<file path="config.mk">
export PLATFORM = sky130hd
export DESIGN_NAME = move_controller
export DESIGN_NICKNAME = d
export VERILOG_FILES = /design/src/rtl/chess_pkg.sv /design/src/rtl/move_timeout_counter.sv /design/src/rtl/move_controller.sv
export SDC_FILE = /design/constraint.sdc
export NUM_CORES = 1
export LEC_CHECK = 0
export CAP_MARGIN = 20
export CORE_ASPECT_RATIO = 1.4
export CORE_UTILIZATION = 53
export CTS_BUF_LIST = sky130_fd_sc_hd__clkbuf_2 sky130_fd_sc_hd__clkbuf_4 sky130_fd_sc_hd__clkbuf_8
export CTS_CLUSTER_SIZE = 14
export DETAILED_ROUTE_END_ITERATION = 10
export HOLD_SLACK_MARGIN = 0.1
export PLACE_DENSITY = 0.95
export SETUP_SLACK_MARGIN = 0.2
export SLEW_MARGIN = 20
export SYNTH_ARGS = -nofsm -noshare
export SYNTH_HDL_FRONTEND = slang
export SYNTH_SLANG_ARGS = --single-unit
</file>
<file path="constraint.sdc">
create_clock -name clk -period 4.66 [get_ports clk]
set_input_delay 0.466 -clock clk [delete_from_list [all_inputs] [get_ports clk]]
set_output_delay 0.466 -clock clk [all_outputs]
set_load 0.005 [all_outputs]
</file>
<file path="src/rtl/chess_pkg.sv">
// Shared chess definitions: piece codes, ownership decode, square packing
// and the move controller state encoding.
package chess_pkg;

  localparam int TIMEOUT = 255;
  localparam int TMO_W   = 8;

  localparam logic [3:0] PC_EMPTY  = 4'd0;
  localparam logic [3:0] W_PAWN    = 4'd1;
  localparam logic [3:0] W_KNIGHT  = 4'd2;
  localparam logic [3:0] W_BISHOP  = 4'd3;
  localparam logic [3:0] W_ROOK    = 4'd4;
  localparam logic [3:0] W_QUEEN   = 4'd5;
  localparam logic [3:0] W_KING    = 4'd6;
  localparam logic [3:0] B_PAWN    = 4'd7;
  localparam logic [3:0] B_KNIGHT  = 4'd8;
  localparam logic [3:0] B_BISHOP  = 4'd9;
  localparam logic [3:0] B_ROOK    = 4'd10;
  localparam logic [3:0] B_QUEEN   = 4'd11;
  localparam logic [3:0] B_KING    = 4'd12;

  typedef struct packed {
    logic empty;
    logic player;
  } owner_t;

  typedef enum logic [3:0] {
    IDLE_SRC  = 4'd0,
    READ_SRC  = 4'd1,
    CHECK_SRC = 4'd2,
    WAIT_DST  = 4'd3,
    READ_DST  = 4'd4,
    CHECK_DST = 4'd5,
    VALIDATE  = 4'd6,
    WRITE_DST = 4'd7,
    WRITE_SRC = 4'd8,
    DONE      = 4'd9,
    GAME_OVER = 4'd10
  } ctrl_state_t;

  // Codes 13..15 never appear on a legal board; they are treated as empty.
  function automatic owner_t piece_owner(input logic [3:0] code);
    owner_t o;
    o.empty  = (code == PC_EMPTY) || (code > B_KING);
    o.player = (code >= B_PAWN) && !o.empty;
    return o;
  endfunction

  function automatic logic [5:0] square_addr(input logic [2:0] x, input logic [2:0] y);
    return {x, y};
  endfunction

endpackage

</file>
<file path="src/rtl/move_timeout_counter.sv">
// Validation watchdog: up-counter with clear/enable. terminal fires in the
// cycle whose increment lands the count on TIMEOUT.
module move_timeout_counter
  import chess_pkg::*;
(
  input  logic             clk,
  input  logic             reset,
  input  logic             clear,
  input  logic             enable,
  output logic [TMO_W-1:0] count,
  output logic             terminal
);

  always_ff @(posedge clk or negedge reset) begin
    if (!reset) begin
      count <= '0;
    end else if (clear) begin
      count <= '0;
    end else if (enable) begin
      count <= count + 1'b1;
    end
  end

  assign terminal = enable && (count == TMO_W'(TIMEOUT - 1));

endmodule

</file>
<file path="src/rtl/move_controller.sv">
// Chess turn sequencer: source/destination selection, validator hand-off with
// shared board RAM port, move commit, side-to-move and game-over tracking.
module move_controller
  import chess_pkg::*;
(
  input  logic       clk,
  input  logic       reset,
  input  logic       select,
  input  logic [2:0] cursor_x,
  input  logic [2:0] cursor_y,
  output logic [5:0] mem_addr,
  input  logic [3:0] mem_rdata,
  output logic [3:0] mem_wdata,
  output logic       mem_we,
  output logic       start_validation,
  output logic [3:0] piece_to_move,
  output logic [2:0] origin_x,
  output logic [2:0] origin_y,
  output logic [2:0] destination_x,
  output logic [2:0] destination_y,
  output logic [3:0] piece_read,
  input  logic [5:0] address_validator,
  input  logic       move_valid,
  input  logic       validate_complete,
  output logic       current_player,
  output logic       busy,
  output logic       move_done,
  output logic       move_rejected,
  output logic       game_over,
  output logic       winner,
  output logic [3:0] dbg_state
);

  ctrl_state_t      state;
  ctrl_state_t      state_next;
  logic [3:0]       captured;
  logic [TMO_W-1:0] tmo_count;
  logic             tmo_terminal;
  logic             tmo_clear;
  logic             tmo_enable;
  owner_t           rd_owner;
  logic             rd_own_piece;
  logic             sel_on_origin;
  logic             king_captured;
  logic             first_val_cycle;
  logic [5:0]       ctrl_addr;

  assign tmo_enable = (state == VALIDATE);
  assign tmo_clear  = (state != VALIDATE);

  move_timeout_counter u_timeout (
    .clk      (clk),
    .reset    (reset),
    .clear    (tmo_clear),
    .enable   (tmo_enable),
    .count    (tmo_count),
    .terminal (tmo_terminal)
  );

  assign rd_owner        = piece_owner(mem_rdata);
  assign rd_own_piece    = !rd_owner.empty && (rd_owner.player == current_player);
  assign sel_on_origin   = (cursor_x == origin_x) && (cursor_y == origin_y);
  assign king_captured   = (captured == W_KING) || (captured == B_KING);
  // A count of zero in VALIDATE means this is the entry cycle.
  assign first_val_cycle = (tmo_count == '0);

  always_ff @(posedge clk or negedge reset) begin
    if (!reset) begin
      state <= IDLE_SRC;
    end else begin
      state <= state_next;
    end
  end

  always_comb begin
    state_next    = state;
    move_rejected = 1'b0;
    case (state)
      IDLE_SRC: begin
        if (select) state_next = READ_SRC;
      end
      READ_SRC:  state_next = CHECK_SRC;
      CHECK_SRC: begin
        if (rd_own_piece) begin
          state_next = WAIT_DST;
        end else begin
          move_rejected = 1'b1;
          state_next    = IDLE_SRC;
        end
      end
      WAIT_DST: begin
        if (select) state_next = sel_on_origin ? IDLE_SRC : READ_DST;
      end
      READ_DST:  state_next = CHECK_DST;
      CHECK_DST: state_next = rd_own_piece ? WAIT_DST : VALIDATE;
      VALIDATE: begin
        // The validator needs one cycle to see its request before answering.
        if (validate_complete && !first_val_cycle) begin
          if (move_valid) begin
            state_next = WRITE_DST;
          end else begin
            move_rejected = 1'b1;
            state_next    = IDLE_SRC;
          end
        end else if (tmo_terminal) begin
          move_rejected = 1'b1;
          state_next    = IDLE_SRC;
        end
      end
      WRITE_DST: state_next = WRITE_SRC;
      WRITE_SRC: state_next = DONE;
      DONE:      state_next = king_captured ? GAME_OVER : IDLE_SRC;
      GAME_OVER: state_next = GAME_OVER;
      default:   state_next = IDLE_SRC;
    endcase
  end

  always_ff @(posedge clk or negedge reset) begin
    if (!reset) begin
      origin_x       <= '0;
      origin_y       <= '0;
      destination_x  <= '0;
      destination_y  <= '0;
      piece_to_move  <= '0;
      captured       <= '0;
      current_player <= 1'b0;
      game_over      <= 1'b0;
      winner         <= 1'b0;
    end else begin
      case (state)
        IDLE_SRC: begin
          if (select) begin
            origin_x <= cursor_x;
            origin_y <= cursor_y;
          end
        end
        CHECK_SRC: begin
          if (rd_own_piece) piece_to_move <= mem_rdata;
        end
        WAIT_DST: begin
          if (select && !sel_on_origin) begin
            destination_x <= cursor_x;
            destination_y <= cursor_y;
          end
        end
        CHECK_DST: begin
          // Clicking another own piece switches the selection to it.
          if (rd_own_piece) begin
            origin_x      <= destination_x;
            origin_y      <= destination_y;
            piece_to_move <= mem_rdata;
          end else begin
            captured <= mem_rdata;
          end
        end
        DONE: begin
          if (king_captured) begin
            game_over <= 1'b1;
            winner    <= current_player;
          end else begin
            current_player <= ~current_player;
          end
        end
        default: begin
        end
      endcase
    end
  end

  assign ctrl_addr = ((state == READ_DST) || (state == WRITE_DST))
                   ? square_addr(destination_x, destination_y)
                   : square_addr(origin_x, origin_y);

  assign mem_addr         = (state == VALIDATE) ? address_validator : ctrl_addr;
  assign mem_we           = (state == WRITE_DST) || (state == WRITE_SRC);
  assign mem_wdata        = (state == WRITE_DST) ? piece_to_move : PC_EMPTY;
  assign start_validation = (state == VALIDATE);
  assign piece_read       = mem_rdata;
  assign move_done        = (state == DONE);
  assign busy             = !((state == IDLE_SRC) || (state == WAIT_DST) || (state == GAME_OVER));
  assign dbg_state        = state;

endmodule

</file>
==> results.toml <==
[run_status]
run_status = "completed"

[setup_path]
setup.worst_path.end_class = "primary output"
start_kind = "flip-flop"
ff2ff_setup_slack_ns = 2.38
worst_ep_arrival_time_ns = 2.91
data_required_time_at_the_worst_endpoint_ns = 4.19
critical_path_peak_fanout = 6
path_class = "reg -> out"

[timing]
final.setup.tns_ns = 0
max_slew_margin_pct = 51.8
final_max_slew_viol_count = 0
timing_hold_violations_final = 0
final.setup_skew_ns = 0.00664
timing.final.crit_share_pct = 72.5
setup_violations = 0
setup_repair_after_global_routing_missed_its_margin = "no"
worst_pin_slew_ns = 0.720
max_freq_ghz = 0.296
period_needed_ns = 3.38

[placed_design]
io_buffer_count = 62
place.gp.congestion = 0.871
place_inst = 301
detailedPlacementHpwl_um = 3550

[grt]
maximum_number_of_pins_on_one_net_before_global_route_repair = 36
grt_pass1_wl_um = 8300
globalRoute.totalOverflow = 0
number_of_global_route_vias_before_repair = 1798
grt_antenna_before_repair = 0
global_route.usage.total_pct = 24.5

[power]
p_total_mw = 1.59
power_density_nw_per_um2 = 560
p_leak_nw = 1.21
peakVddDrop_uv = 383

[finish]
finish.cell_count_without_fillers = 309
finalNetCount = 290
most-common-layout-cells = "clkdlybuf4s50_1, dfrtp_1, mux2_2, nor2_1, nand2_1"
insertedDiodeCount = 0
multi_input_comb_area_um2 = 1140
drive_above_1_share_pct = 16.9
fillerInstances = 256
areaGrowthSynthToFinish_pct = 34.5
most_common_library_cell_in_the_layout_ignoring_fill_and_taps = "clkdlybuf4s50_1"
area.sequential_um2 = 876

[die]
starting_density_of_the_core_pct = 56.5
overall_die_area_um2 = 4240
rows = 26
core_um2 = 3740
die_w_um = 55.4
die_height_um = 76.7
io_pins = 63

[synth]
netlist-cell-type-count = 44
syn-num-nets = 231
synth_async_sr_flop_share_pct = 100
primary_flip_flop_cell_chosen_by_synthesis_mapping = "dfrtp_1"
synthesis.area_um2 = 2110
yosys_register_bits = 35
seq_area_frac_synth_pct = 41.5
post_synth_edffs = 0
yosysWarningCount = 0
mapped_avg_cell_area_um2 = 10.2
postSynthCellCount = 207

[route]
drt-pass1-iter-count = 4
drt-vias-per-instance = 5.69
total_via_count_in_the_routed_design = 1759
drt-wirelength-per-cell_um = 15.9
drt_wl_total_um = 4910
antenna_viol_nets_final = 0
drt_iter0_markers = 81
drc_errors = 0

[clocking]
clock_tree_from_tritoncts = "built"
cts_max_path_buffers = 2
number_of_buffers_inserted_by_hold_repair_at_cts = 0
cts-htree-levels = 2
cts_setup_buffers = 0
clock_insertion_delay_worst_skew_ns = 0.29
tritoncts_num_sinks = 35
path_clk_slew_ns = 0.07
root_buffer = "clkbuf_8"
cts_buffers = 5
ctsResizeCount = 0

[flow_run]
timing.max_cap.violations = 0

[min_path]
hold_path.class = "reg -> reg"
cell usage after synthesis (all sizes together) (3+ instances only):
| master | count | area [µm²] |
|---|---|---|
| a21oi | 4 | 20.0 |
| and2 | 5 | 31.3 |
| buf | 8 | 58.8 |
| clkbuf | 3 | 11.3 |
| dfrtp | 35 | 876 |
| ha | 3 | 37.5 |
| inv | 7 | 26.3 |
| mux2 | 27 | 315 |
| mux2i | 6 | 60.1 |
| nand2 | 17 | 63.8 |
| nand2b | 4 | 25.0 |
| nand3 | 5 | 25.0 |
| nor2 | 18 | 67.6 |
| nor3 | 8 | 40.0 |
| o211ai | 3 | 27.5 |
| o21ai | 10 | 53.8 |
| or2 | 4 | 25.0 |
| xnor2 | 3 | 26.3 |
| xor2 | 13 | 114 |
worst max-delay path, stage by stage (launching register included):
cell             delay [ns]
dfrtp_1                0.44
inv_1                  0.09
ha_1                   0.19
nor4b_1                0.14
a21boi_0               0.40
mux2_2                 0.40
a2111oi_0              0.39
clkdlybuf4s50_1        0.57
final timing paths:
path	start	to	cells past startpoint
worst min-delay path	game_over	game_over	1
min in group asynchronous	reset	destination_y[1]	2
max in group asynchronous	reset	captured[1]	2
worst min register to register	game_over	game_over	1
worst max register to register	dbg_state[0]	dbg_state[0]	6
worst max-delay path	u_timeout.count[0]	move_rejected	7
stage by stage:
| stage | hold WS (ns) | worst slack, ns | util, % | instance area, µm² |
|---|---|---|---|---|
| after CTS | 0.488 | 1.27 | 75.9 | 2840 |
| after detailed placement | 0.455 | 1.53 | 72.8 | 2720 |
| after global routing | 0.530 | 1.03 | 75.9 | 2840 |
| after floorplan | 0.170 | 2.28 | - | 2110 |
| after global placement | 0.470 | 1.59 | 72.8 | 2720 |
| final | 0.482 | 1.28 | 75.9 | 2840 |
state kept, by name, indices dropped and copies added, names as in the netlist:
signal and cells:
current_player 1, game_over 1, captured 4, destination_y 3, winner 1, dbg_state 4, origin_x 3, piece_to_move 4
destination_x 3, origin_y 3, u_timeout.count 8
cell type report:
cell class	count	share of cell area, %
multi-input combinational	154	40.1
sequential	35	30.8
clock inverter	2	1.23
clock buffer	6	2.91
timing repair buffer	63	22.1
inverter	7	0.925
tap	42	1.85
power by group:
group | total, mW | switching [mW] | internal [mW]
Combinational | 0.760 | 0.283 | 0.477
Sequential | 0.550 | 0.138 | 0.412
Clock | 0.281 | 0.108 | 0.173
Total | 1.59 | 0.529 | 1.06
cells by family (layout without fill, tap and decap cells):
family	count (synthesis)	count (layout)	share of synthesized area [%]
AND/OR/NAND/NOR	72	72	17.2
flip-flops	35	35	41.5
multiplexers	33	33	17.8
AO/OA/AOI/OAI	30	30	10.5
buffers and inverters	18	78	4.56
XOR/XNOR	16	16	6.64
adder cells (fa/ha/maj)	3	3	1.78
routing by layer:
metal	GRT usage (%)	up-vias	wire, µm
met3	5.06	6	255
li1	-	846	-
met4	7.50	0	76
met5	0	-	0
met1	30.2	845	1980
met2	42.5	62	2600
No activity file was read; power rests on OpenSTA's default activity.
